## config.mk

```make
export PLATFORM = sky130hd
export DESIGN_NAME = jzjpcc_mmio_uart
export DESIGN_NICKNAME = d
export VERILOG_FILES = /design/src/rtl/jzjpcc_uart_pkg.sv /design/src/rtl/jzjpcc_uart_fifo.sv /design/src/rtl/jzjpcc_mmio_uart.sv
export SDC_FILE = /design/constraint.sdc
export NUM_CORES = 1
export LEC_CHECK = 0
export ABC_AREA = 1
export BUFFER_PORTS_ARGS = -buffer_cell sky130_fd_sc_hd__buf_2
export CAP_MARGIN = 20
export CELL_PAD_IN_SITES_DETAIL_PLACEMENT = 1
export CELL_PAD_IN_SITES_GLOBAL_PLACEMENT = 1
export CORE_AREA = 3 3 111 113
export CTS_CLUSTER_SIZE = 20
export DETAILED_ROUTE_END_ITERATION = 10
export DIE_AREA = 0 0 114 116
export GPL_ROUTABILITY_DRIVEN = 0
export PLACE_DENSITY = 0.91
export SLEW_MARGIN = 10
export SYNTH_ARGS = -nofsm -noshare
export SYNTH_HDL_FRONTEND = slang
export SYNTH_SLANG_ARGS = --single-unit
```

## constraint.sdc

```tcl
create_clock -name clock -period 6.2 [get_ports clock]
set_clock_uncertainty 0.05 [all_clocks]
set_input_delay 0.93 -clock clock [delete_from_list [all_inputs] [get_ports clock]]
set_output_delay 0.93 -clock clock [all_outputs]
set_load 0.01 [all_outputs]
```

## src/rtl/jzjpcc_uart_pkg.sv

```systemverilog
// Shared types and bit positions for the mmio UART.
// JZJPCC_UART_PARITY_EN adds the PARITY state to both FSMs (8E1 framing).
package jzjpcc_uart_pkg;

  typedef enum logic [2:0] {
    TX_IDLE,
    TX_START,
    TX_DATA,
`ifdef JZJPCC_UART_PARITY_EN
    TX_PARITY,
`endif
    TX_STOP
  } tx_state_e;

  typedef enum logic [2:0] {
    RX_IDLE,
    RX_START,
    RX_DATA,
`ifdef JZJPCC_UART_PARITY_EN
    RX_PARITY,
`endif
    RX_STOP
  } rx_state_e;

  localparam int unsigned RX_VALID_B   = 8;
  localparam int unsigned TX_FULL_B    = 9;
  localparam int unsigned TX_IDLE_B    = 10;
  localparam int unsigned TX_OVF_B     = 11;
  localparam int unsigned RX_OVR_B     = 12;
  localparam int unsigned FRAME_ERR_B  = 13;
  localparam int unsigned PARITY_ERR_B = 14;
  localparam int unsigned COUNT_LSB    = 16;

  localparam int unsigned TX_PUSH_TOG = 8;
  localparam int unsigned RX_ACK_TOG  = 0;
  localparam int unsigned CLR_ERR_TOG = 1;

endpackage

```

## src/rtl/jzjpcc_uart_fifo.sv

```systemverilog
// Byte FIFO with show-ahead head; push while full is accepted only alongside a pop.
module jzjpcc_uart_fifo #(
  parameter int A_WIDTH = 2
) (
  input  logic               clock,
  input  logic               reset,
  input  logic               push,
  input  logic [7:0]         din,
  input  logic               pop,
  output logic [7:0]         dout,
  output logic               full,
  output logic               empty,
  output logic [A_WIDTH:0]   count
);

  localparam logic [A_WIDTH:0] DEPTH = (A_WIDTH+1)'(1 << A_WIDTH);

  logic [7:0]         mem_q [2**A_WIDTH];
  logic [A_WIDTH-1:0] wr_q, wr_d, rd_q, rd_d;
  logic [A_WIDTH:0]   cnt_q, cnt_d;
  logic               push_ok, pop_ok;

  assign full  = (cnt_q == DEPTH);
  assign empty = (cnt_q == '0);
  assign count = cnt_q;
  assign dout  = mem_q[rd_q];

  always_comb begin
    pop_ok  = pop & ~empty;
    push_ok = push & (~full | pop_ok);
    wr_d    = wr_q + A_WIDTH'(push_ok);
    rd_d    = rd_q + A_WIDTH'(pop_ok);
    cnt_d   = cnt_q + (A_WIDTH+1)'(push_ok) - (A_WIDTH+1)'(pop_ok);
  end

  always_ff @(posedge clock or negedge reset) begin
    if (!reset) begin
      wr_q  <= '0;
      rd_q  <= '0;
      cnt_q <= '0;
    end else begin
      wr_q  <= wr_d;
      rd_q  <= rd_d;
      cnt_q <= cnt_d;
    end
  end

  always_ff @(posedge clock) begin
    if (push_ok) mem_q[wr_q] <= din;
  end

endmodule

```

## src/rtl/jzjpcc_mmio_uart.sv

```systemverilog
// Toggle-commanded mmio UART: TX FIFO + TX/RX framers. JZJPCC_UART_PARITY_EN selects 8E1.
// state  | meaning
// IDLE   | line idle / waiting (TX: FIFO empty, RX: falling edge)
// START  | start bit (RX: half-bit wait then glitch check)
// DATA   | 8 data bits, LSB first
// PARITY | even parity bit (parity builds only)
// STOP   | stop bit
module jzjpcc_mmio_uart
  import jzjpcc_uart_pkg::*;
#(
  parameter int CLOCKS_PER_BIT  = 434,
  parameter int TX_FIFO_A_WIDTH = 2
) (
  input  logic        clock,
  input  logic        reset,
  input  logic [31:0] txControl,
  input  logic [31:0] rxControl,
  output logic [31:0] uartStatus,
  output logic        uartTx,
  input  logic        uartRx
);

  localparam int CW = $clog2(CLOCKS_PER_BIT);
  localparam logic [CW-1:0] BIT_LAST  = CW'(CLOCKS_PER_BIT - 1);
  localparam logic [CW-1:0] HALF_LAST = CW'(CLOCKS_PER_BIT / 2 - 1);

  logic tx_tog_q, ack_tog_q, clr_tog_q;
  logic push_evt, ack_evt, clr_evt;
  logic fifo_full, fifo_empty, tx_pop;
  logic [7:0] fifo_head;
  logic [TX_FIFO_A_WIDTH:0] fifo_count;

  tx_state_e tx_state_q, tx_state_d;
  logic [CW-1:0] tx_cnt_q, tx_cnt_d;
  logic [2:0] tx_bit_q, tx_bit_d;
  logic [7:0] tx_sh_q, tx_sh_d;
  logic tx_q, tx_d, tx_end;

  rx_state_e rx_state_q, rx_state_d;
  logic [CW-1:0] rx_cnt_q, rx_cnt_d;
  logic [2:0] rx_bit_q, rx_bit_d;
  logic [7:0] rx_sh_q, rx_sh_d, rx_byte_q, rx_byte_d;
  logic rx_s1_q, rx_s2_q, rx_prev_q, rx_end, rx_half, rx_load, rx_ferr;
  logic rx_valid_q, rx_valid_d, ovf_q, ovf_d, ovr_q, ovr_d, fe_q, fe_d;
  logic [31:0] status_q, status_d;
`ifdef JZJPCC_UART_PARITY_EN
  logic tx_par_q, tx_par_d, rx_perr, pe_q, pe_d;
`endif
  logic unused_bits;

  assign unused_bits = ^{txControl[31:9], rxControl[31:2]};
  assign push_evt = txControl[TX_PUSH_TOG] ^ tx_tog_q;
  assign ack_evt  = rxControl[RX_ACK_TOG] ^ ack_tog_q;
  assign clr_evt  = rxControl[CLR_ERR_TOG] ^ clr_tog_q;
  assign tx_end   = (tx_cnt_q == BIT_LAST);
  assign rx_end   = (rx_cnt_q == BIT_LAST);
  assign rx_half  = (rx_cnt_q == HALF_LAST);
  assign uartTx     = tx_q;
  assign uartStatus = status_q;

  jzjpcc_uart_fifo #(.A_WIDTH(TX_FIFO_A_WIDTH)) u_fifo (
    .clock (clock),
    .reset (reset),
    .push  (push_evt),
    .din   (txControl[7:0]),
    .pop   (tx_pop),
    .dout  (fifo_head),
    .full  (fifo_full),
    .empty (fifo_empty),
    .count (fifo_count)
  );

  always_comb begin
    tx_state_d = tx_state_q;
    tx_cnt_d   = (tx_state_q == TX_IDLE || tx_end) ? '0 : tx_cnt_q + CW'(1);
    tx_bit_d   = tx_bit_q;
    tx_sh_d    = tx_sh_q;
    tx_pop     = 1'b0;
`ifdef JZJPCC_UART_PARITY_EN
    tx_par_d   = tx_par_q;
`endif
    case (tx_state_q)
      TX_IDLE: if (!fifo_empty) begin
        tx_pop     = 1'b1;
        tx_sh_d    = fifo_head;
        tx_state_d = TX_START;
      end
      TX_START: if (tx_end) begin
        tx_state_d = TX_DATA;
        tx_bit_d   = '0;
      end
      TX_DATA: if (tx_end) begin
        tx_sh_d  = {1'b0, tx_sh_q[7:1]};
        tx_bit_d = tx_bit_q + 3'd1;
`ifdef JZJPCC_UART_PARITY_EN
        if (tx_bit_q == 3'd7) tx_state_d = TX_PARITY;
      end
      TX_PARITY: if (tx_end) begin
        tx_state_d = TX_STOP;
`else
        if (tx_bit_q == 3'd7) tx_state_d = TX_STOP;
`endif
      end
      TX_STOP: if (tx_end) begin
        if (!fifo_empty) begin
          tx_pop     = 1'b1;
          tx_sh_d    = fifo_head;
          tx_state_d = TX_START;
        end else begin
          tx_state_d = TX_IDLE;
        end
      end
      default: tx_state_d = TX_IDLE;
    endcase
`ifdef JZJPCC_UART_PARITY_EN
    if (tx_pop) tx_par_d = ^fifo_head;
`endif
    // line level follows the state being entered so each bit lasts CLOCKS_PER_BIT cycles
    case (tx_state_d)
      TX_START:  tx_d = 1'b0;
      TX_DATA:   tx_d = tx_sh_d[0];
`ifdef JZJPCC_UART_PARITY_EN
      TX_PARITY: tx_d = tx_par_d;
`endif
      default:   tx_d = 1'b1;
    endcase
  end

  always_comb begin
    rx_state_d = rx_state_q;
    rx_cnt_d   = rx_cnt_q + CW'(1);
    rx_bit_d   = rx_bit_q;
    rx_sh_d    = rx_sh_q;
    rx_load    = 1'b0;
    rx_ferr    = 1'b0;
`ifdef JZJPCC_UART_PARITY_EN
    rx_perr    = 1'b0;
`endif
    case (rx_state_q)
      RX_IDLE: begin
        rx_cnt_d = '0;
        if (rx_prev_q && !rx_s2_q) rx_state_d = RX_START;
      end
      RX_START: if (rx_half) begin
        rx_cnt_d   = '0;
        rx_bit_d   = '0;
        rx_state_d = rx_s2_q ? RX_IDLE : RX_DATA;
      end
      RX_DATA: if (rx_end) begin
        rx_cnt_d = '0;
        rx_sh_d  = {rx_s2_q, rx_sh_q[7:1]};
        rx_bit_d = rx_bit_q + 3'd1;
`ifdef JZJPCC_UART_PARITY_EN
        if (rx_bit_q == 3'd7) rx_state_d = RX_PARITY;
      end
      RX_PARITY: if (rx_end) begin
        rx_cnt_d   = '0;
        rx_perr    = ^{rx_sh_q, rx_s2_q};
        rx_state_d = rx_perr ? RX_IDLE : RX_STOP;
`else
        if (rx_bit_q == 3'd7) rx_state_d = RX_STOP;
`endif
      end
      RX_STOP: if (rx_end) begin
        rx_state_d = RX_IDLE;
        rx_load    = rx_s2_q;
        rx_ferr    = ~rx_s2_q;
      end
      default: rx_state_d = RX_IDLE;
    endcase
  end

  always_comb begin
    rx_byte_d  = rx_load ? rx_sh_q : rx_byte_q;
    rx_valid_d = rx_load | (rx_valid_q & ~ack_evt);
    ovr_d      = (ovr_q & ~clr_evt) | (rx_load & rx_valid_q & ~ack_evt);
    ovf_d      = (ovf_q & ~clr_evt) | (push_evt & fifo_full & ~tx_pop);
    fe_d       = (fe_q & ~clr_evt) | rx_ferr;
    status_d   = '0;
    status_d[7:0]         = rx_byte_q;
    status_d[RX_VALID_B]  = rx_valid_q;
    status_d[TX_FULL_B]   = fifo_full;
    status_d[TX_IDLE_B]   = fifo_empty && (tx_state_q == TX_IDLE);
    status_d[TX_OVF_B]    = ovf_q;
    status_d[RX_OVR_B]    = ovr_q;
    status_d[FRAME_ERR_B] = fe_q;
`ifdef JZJPCC_UART_PARITY_EN
    pe_d = (pe_q & ~clr_evt) | rx_perr;
    status_d[PARITY_ERR_B] = pe_q;
`endif
    status_d[COUNT_LSB +: TX_FIFO_A_WIDTH+1] = fifo_count;
  end

  always_ff @(posedge clock or negedge reset) begin
    if (!reset) begin
      tx_tog_q   <= 1'b0;
      ack_tog_q  <= 1'b0;
      clr_tog_q  <= 1'b0;
      tx_state_q <= TX_IDLE;
      tx_cnt_q   <= '0;
      tx_bit_q   <= '0;
      tx_sh_q    <= '0;
      tx_q       <= 1'b1;
      rx_s1_q    <= 1'b1;
      rx_s2_q    <= 1'b1;
      rx_prev_q  <= 1'b1;
      rx_state_q <= RX_IDLE;
      rx_cnt_q   <= '0;
      rx_bit_q   <= '0;
      rx_sh_q    <= '0;
      rx_byte_q  <= '0;
      rx_valid_q <= 1'b0;
      ovf_q      <= 1'b0;
      ovr_q      <= 1'b0;
      fe_q       <= 1'b0;
      status_q   <= 32'h0000_0400;
`ifdef JZJPCC_UART_PARITY_EN
      tx_par_q   <= 1'b0;
      pe_q       <= 1'b0;
`endif
    end else begin
      tx_tog_q   <= txControl[TX_PUSH_TOG];
      ack_tog_q  <= rxControl[RX_ACK_TOG];
      clr_tog_q  <= rxControl[CLR_ERR_TOG];
      tx_state_q <= tx_state_d;
      tx_cnt_q   <= tx_cnt_d;
      tx_bit_q   <= tx_bit_d;
      tx_sh_q    <= tx_sh_d;
      tx_q       <= tx_d;
      rx_s1_q    <= uartRx;
      rx_s2_q    <= rx_s1_q;
      rx_prev_q  <= rx_s2_q;
      rx_state_q <= rx_state_d;
      rx_cnt_q   <= rx_cnt_d;
      rx_bit_q   <= rx_bit_d;
      rx_sh_q    <= rx_sh_d;
      rx_byte_q  <= rx_byte_d;
      rx_valid_q <= rx_valid_d;
      ovf_q      <= ovf_d;
      ovr_q      <= ovr_d;
      fe_q       <= fe_d;
      status_q   <= status_d;
`ifdef JZJPCC_UART_PARITY_EN
      tx_par_q   <= tx_par_d;
      pe_q       <= pe_d;
`endif
    end
  end

endmodule

```

### Word level (Yosys, flattened, before mapping)

Memories as Yosys holds them, arrays and structs flattened.
Index checks and enable logic that the tools add are counted.
W data, S select, Z words.

| word-level totals | value |
|---|---|
| RAM bits | 32 |
| register bits | 89 |
| output and inout port bits | 33 |
| input bits | 67 |
| memories | 1 |
| logic and storage cells | 133 |

Memories:

| memory | depth | width | read ports | clocked after Yosys merged registers in | wr ports | RTL line | text |
|---|---|---|---|---|---|---|---|
| u_fifo.mem_q | 4 | 8 | 1 | 0 | 1 | jzjpcc_uart_fifo.sv:18 | `logic [7:0] mem_q [2**A_WIDTH];` |

| operators by class | value |
|---|---|
| reductions and logical operators | 15 |
| mux-type cells | 38 |
| add/sub/neg operators | 8 |
| equality and inequality tests | 22 |
| bitwise logic cells | 24 |

Operators with widths:

| cell | number |
|---|---|
| $mux W3 | 14 |
| $mux W9 | 3 |
| $pmux W9 S3 | 1 |
| $mux W8 | 3 |
| $pmux W3 S4 | 2 |
| $pmux W8 S3 | 1 |
| $add A9 B1 Y9 const B | 2 |
| $eq A9 B9 Y1 const B | 2 |
| $ne A2 B2 Y1 const B | 8 |
| $eq A3 B2 Y1 const B | 5 |
| $pmux W3 S2 | 2 |
| $and A1 B1 Y1 | 10 |
| $eq A3 B1 Y1 const B | 3 |
| $eq A3 B3 Y1 const B | 3 |
| $eq A9 B8 Y1 const B | 1 |
| $logic_not A3 Y1 | 3 |
| $mux W1 | 9 |
| $reduce_and A3 Y1 | 3 |
| $add A3 B1 Y3 const B | 2 |
| $not A1 Y1 | 6 |
| $or A1 B1 Y1 | 5 |
| $reduce_and A5 Y1 | 1 |
| $add A2 B1 Y2 | 2 |
| $pmux W1 S2 | 2 |
| 10 further kinds | 14 |

### Depth between registers and ports, before layout

| depth | value |
|---|---|
| word-level depth | 9 |
| gate-level depth with buffers | 15 |
| mapped depth without buffers | 14 |

### Modules after synthesis

A second synthesis with hierarchy kept.

| unflattened totals | value |
|---|---|
| cells, all modules | 520 |
| area, all modules | 5376.4 µm² |

By module, submodules not included:

| module | cells an instance | instances | area an instance (µm²) | sequential area each (µm²) |
|---|---|---|---|---|
| jzjpcc_mmio_uart | 385 | 1 | 3726.1 | 2033.2 |
| jzjpcc_uart_fifo | 135 | 1 | 1650.3 | 1136.1 |

### Worst setup path after synthesis

No wires, ideal clock.

| timing | value |
|---|---|
| path kind | register to register |
| start | reg tx_cnt_q[1] |
| end | reg u_fifo.cnt_q[2], in the netlist u_fifo.count[2] |
| period minus slack after synthesis | 2174 ps |
| arrival | 2002 ps |
| setup time | 122 ps |
| path buffers | 1 |
| data required time | 6028 ps |
| stages on the path, launching flop included | 16 |
| slack | 4026 ps |
| cell sequence | dfrtp_1 inv_1 ha_1 nand2_1 nor2_4 nand2_4 nand2_4 buf_12 nand2_4 nand2_4 nand2_4 inv_1 ha_1 inv_1 fa_1 xor2_1 |

| between the ends | value |
|---|---|
| word-level cells in the longest chain between the ends | 8 |

RTL lines:

| what | RTL line | text |
|---|---|---|
| start: declaration | jzjpcc_mmio_uart.sv:34 | `logic [CW-1:0] tx_cnt_q, tx_cnt_d;` |
| start signal: assignment | jzjpcc_mmio_uart.sv:226 | `tx_cnt_q <= tx_cnt_d;` |
| $eq A9 B9 Y1 * | jzjpcc_mmio_uart.sv:55 | `assign tx_end = (tx_cnt_q == BIT_LAST);` |
| $mux W1 * | jzjpcc_mmio_uart.sv:104 | `TX_STOP: if (tx_end) begin` |
| $pmux W1 S2 * | jzjpcc_mmio_uart.sv:82 | `case (tx_state_q)` |
| $and A1 B1 Y1 * | jzjpcc_uart_fifo.sv:29 | `pop_ok = pop & ~empty;` |
| $or A1 B1 Y1 | jzjpcc_uart_fifo.sv:30 | `push_ok = push & (~full \| pop_ok);` |
| $and A1 B1 Y1 | jzjpcc_uart_fifo.sv:30 |  |
| $add A3 B1 Y3 | jzjpcc_uart_fifo.sv:33 | `cnt_d = cnt_q + (A_WIDTH+1)'(push_ok) - (A_WIDTH+1)'(pop_ok);` |
| $sub A3 B1 Y3 * | jzjpcc_uart_fifo.sv:33 |  |
| via u_fifo.cnt_d[2] | jzjpcc_uart_fifo.sv:20 | `logic [A_WIDTH:0] cnt_q, cnt_d;` |
| end signal: assignment | jzjpcc_uart_fifo.sv:44 | `cnt_q <= cnt_d;` |
| end: declaration | jzjpcc_uart_fifo.sv:20 |  |

Mark *: on every way through the listed nets, which the timed path passes. The rest lies on a longest branch.
A chain may end at the register's enable or synchronous reset.

### Final worst setup path

| timing | value |
|---|---|
| start | reg tx_cnt_q[1] |
| end | mem u_fifo.mem_q[1][4] (enable) |

| between the ends | value |
|---|---|
| word-level cells in the longest chain between the ends | 8 |

RTL lines:

| what | RTL line | text |
|---|---|---|
| $eq A9 B9 Y1 | jzjpcc_mmio_uart.sv:55 |  |
| $mux W1 | jzjpcc_mmio_uart.sv:104 |  |
| $pmux W1 S2 | jzjpcc_mmio_uart.sv:82 |  |
| $and A1 B1 Y1 | jzjpcc_uart_fifo.sv:29 |  |
| $or A1 B1 Y1 | jzjpcc_uart_fifo.sv:30 |  |
| $and A1 B1 Y1 | jzjpcc_uart_fifo.sv:30 |  |
| $mux W1 | jzjpcc_uart_fifo.sv:49 | `if (push_ok) mem_q[wr_q] <= din;` |
| $mux W1 (implied by the code) | jzjpcc_uart_fifo.sv:49 |  |
| end: declaration | jzjpcc_uart_fifo.sv:18 |  |

Every way passes these cells.

==> summary.md <==
| Metric | Value |
|---|---|
| Status | completed |
| Setup_tns | 0 ns |
| Fmax | 395 MHz |
| Row cnt | 39 |
| Synth top area share | 39.9% |
| Synth Instances | 497 |
| Area of the multi-input gates | 1710 sq um |
| Post-synthesis cell area | 5210 sq um |
| WP data required | 6.19 ns |
| Initial antenna violation count | 0 |
| P_leak | 2.87 nW |
| DR vias/cell | 5.29 |
| Final layout net count | 620 |
| Drt first pass iters | 4 |
| Synth Area in XOR/XNOR | 1.01% |
| WL final | 12,800 um |
| Synth cell count leaders | nand2_1, dfrtp_1, inv_1 |
| Main area contributors after synthesis | dfrtp_1, edfxtp_1, nand2_1 |
| Max rail drop VDD | 285 uV |
| Area post-placement | 5430 sq um |
| Tot Pwr | 2.58 mW |
| Clk slew on worst S/H paths | 0.06 ns |
| Critical path endpoint category | flip-flop |
| HPWL Detailed | 8050 um |
| Netlist cell types | 43 |
| First-pass GRT wire length | 20,800 um |
| Setup violations, final | 0 |
| Largest family of logic cells by synthesized area | simple AND/OR/NAND/NOR gates |
| Clk root buf | clkbuf_16 |
| Yosys reg bits | 120 |
| DRC | 0 |
| Crit share post-route | 40.9% |
| Post-synthesis adder-cell area fraction | 3.03% |
| Clock Latency Late Sink | 0.42 ns |
| Number of flops mapped to enable cells by yosys | 32 |
| Startpoint Class | flip-flop |
| Most common cell in the netlist | nand2_1 |
| Post-synth top area cell | dfrtp_1 |
| Die area | 13,200 sq um |
| Finished Cell Area | 6070 sq um |
| R2R Path Start | tx_cnt_q[1]$_DFF_PN0_ |
| Total gr overflow | 0 |
| Core area | 11,400 sq um |
| # IOs | 100 |
| Min-Delay Path Class | reg2reg |
| Synth async-reset ratio | 73.3% |
| Maxcap violations | 0 |
| Critical Path AT | 2.52 ns |
| Chip height | 116 um |
| Non-filler cells in the finished layout | 697 |
| Chip Width | 114 um |
| RSZ-0062 raised after global routing | no |
| Count of final max-slew check failures | 0 |
| Clock Tree Buf Depth | 2 |
| Simple-gate share of the synthesized area | 20.6% |
| CTS Hold Bufs | 0 |
| Critical path type | reg2reg |
| Hold Crit Start | rx_s1_q$_DFF_PN1_ |
| Syn avg cell area | 10.5 sq um |
| CTS sink cnt | 120 |
| Largest net degree at the start of global routing | 73 |
| Starting Density | 45.6% |
| WL per Instance | 18.3 um |
| Layout fillers | 1,244 |
| Initial DRC Count | 190 |
| Register area share after synthesis | 60.8% |
| Tightest Pin Transition | 0.900 ns |
| Mux share of post-synthesis cell area | 0.216% |
| Max_slew headroom | 40.0% |
| Hold Fails Final Rpt | 0 |
| Synth Area in Compound Gates | 6.73% |
| Yosys warns | 0 |
| Worst setup margin | 3.67 ns |
| H-tree levels | 4 |
| Critical Path Start | tx_cnt_q[1]$_DFF_PN0_ |
| Cts bufs inserted | 17 |
| Postcts setup bufs | 0 |
| Area Overhead vs Synth | 16.5% |
| Layout cell share with drive strength beyond 1 | 19.5% |
| Post-CTS sizing | 0 |
| WHS | 0.323 ns |
| Port bufs | 31 |
| DR vias | 3,684 |
| Ant diodes | 0 |
| Cell Pwr Density | 425 nW/um^2 |
| Gr usage total | 20.8% |
| Worst-path fanout max | 11 |
| CTS tree | done |
| Post-route ant nets | 0 |
| Seq. cell area | 3170 sq um |
| Synth Flop Type | dfrtp_1 |
| Worst slack, placed | 3.75 ns |
| Tmin final | 2.53 ns |
| Placed cells | 665 |
| Vias in the first global route | 4,188 |
| Layout Utilization | 53.1% |
-- critical path, stage by stage, from the launching register on --
cell     delay [ns]
dfrtp_1        0.40
inv_1          0.07
ha_1           0.14
nand2_1        0.08
nor2_4         0.19
nand2_4        0.13
nand2_4        0.18
nand2_4        0.08
nand2_4        0.09
nand2_4        0.08
nor3_2         0.67
-- state kept, by name, indices dropped and copies added (netlist names), 2 cells and up --
signal        flops
uartStatus       17
u_fifo.mem_q     32
rx_byte_q         8
rx_cnt_q          9
tx_sh_q           8
tx_bit_q          3
u_fifo.rd_q       2
u_fifo.wr_q       2
rx_bit_q          3
tx_cnt_q          9
rx_sh_q           8
u_fifo.count      3
rx_state_q        2
tx_state_q        3
-- cells by family (layout without fill, tap and decap cells) --
| kind of cell | Yosys count | after routing |
|---|---|---|
| multiplexers | 1 | 1 |
| adder cells (fa/ha/maj) | 12 | 12 |
| other | 1 | 16 |
| XOR/XNOR | 6 | 6 |
| flip-flops | 120 | 120 |
| AO/OA/AOI/OAI | 57 | 57 |
| buffers and inverters | 79 | 121 |
| AND/OR/NAND/NOR | 221 | 221 |
-- per-layer routing --
layer	part of all wire (%)	GRT usage, %	vias to the layer above
met5	0	0	-
li1	-	-	1687
met4	2.8	9.42	0
met3	3.5	5.54	31
met1	38	22.2	1870
met2	55	38.5	96
-- cell usage in the layout, fill, tap and decap left out, types with 7 or more instances in the layout --
cell,n
nand2_1,101
nor3_1,9
inv_1,56
o21ai_0,20
o21ai_1,7
a21oi_1,8
conb_1,16
clkbuf_16,18
nand2_4,7
edfxtp_1,32
o21ai_2,11
dfrtp_1,83
buf_2,30
ha_1,11
nor2_1,49
nand3_1,23
-- layout make-up --
class | count | share of cell area (%)
Multi-Input combinational cell | 313 | 28.1
Clock inverter | 14 | 3.01
Sequential cell | 120 | 52.2
Inverter | 57 | 3.53
Clock buffer | 18 | 7.42
Tap cell | 143 | 2.95
Timing Repair Buffer | 32 | 2.72
-- power by group --
group	internal, mW	leakage (nW)	switching [mW]
Clock	0.666	0.308	0.386
Combinational	0.149	1.12	0.296
Sequential	0.960	1.45	0.121
-- final timing paths --
kind | end | slack [ns] | depth (start not counted)
setup / recovery | u_fifo.mem_q[1][4]$_DFFE_PP_ | 3.67 | 10
hold / removal | rx_s2_q$_DFF_PN1_ | 0.32 | 0
setup reg to reg | u_fifo.mem_q[1][4]$_DFFE_PP_ | 3.67 | 10
hold reg to reg | rx_s2_q$_DFF_PN1_ | 0.32 | 0
max in group asynchronous | tx_bit_q[2]$_DFFE_PN0P_ | 4.57 | 2
min in group asynchronous | tx_sh_q[4]$_DFFE_PN0P_ | 0.34 | 1
(Power assumes the default switching activity.)
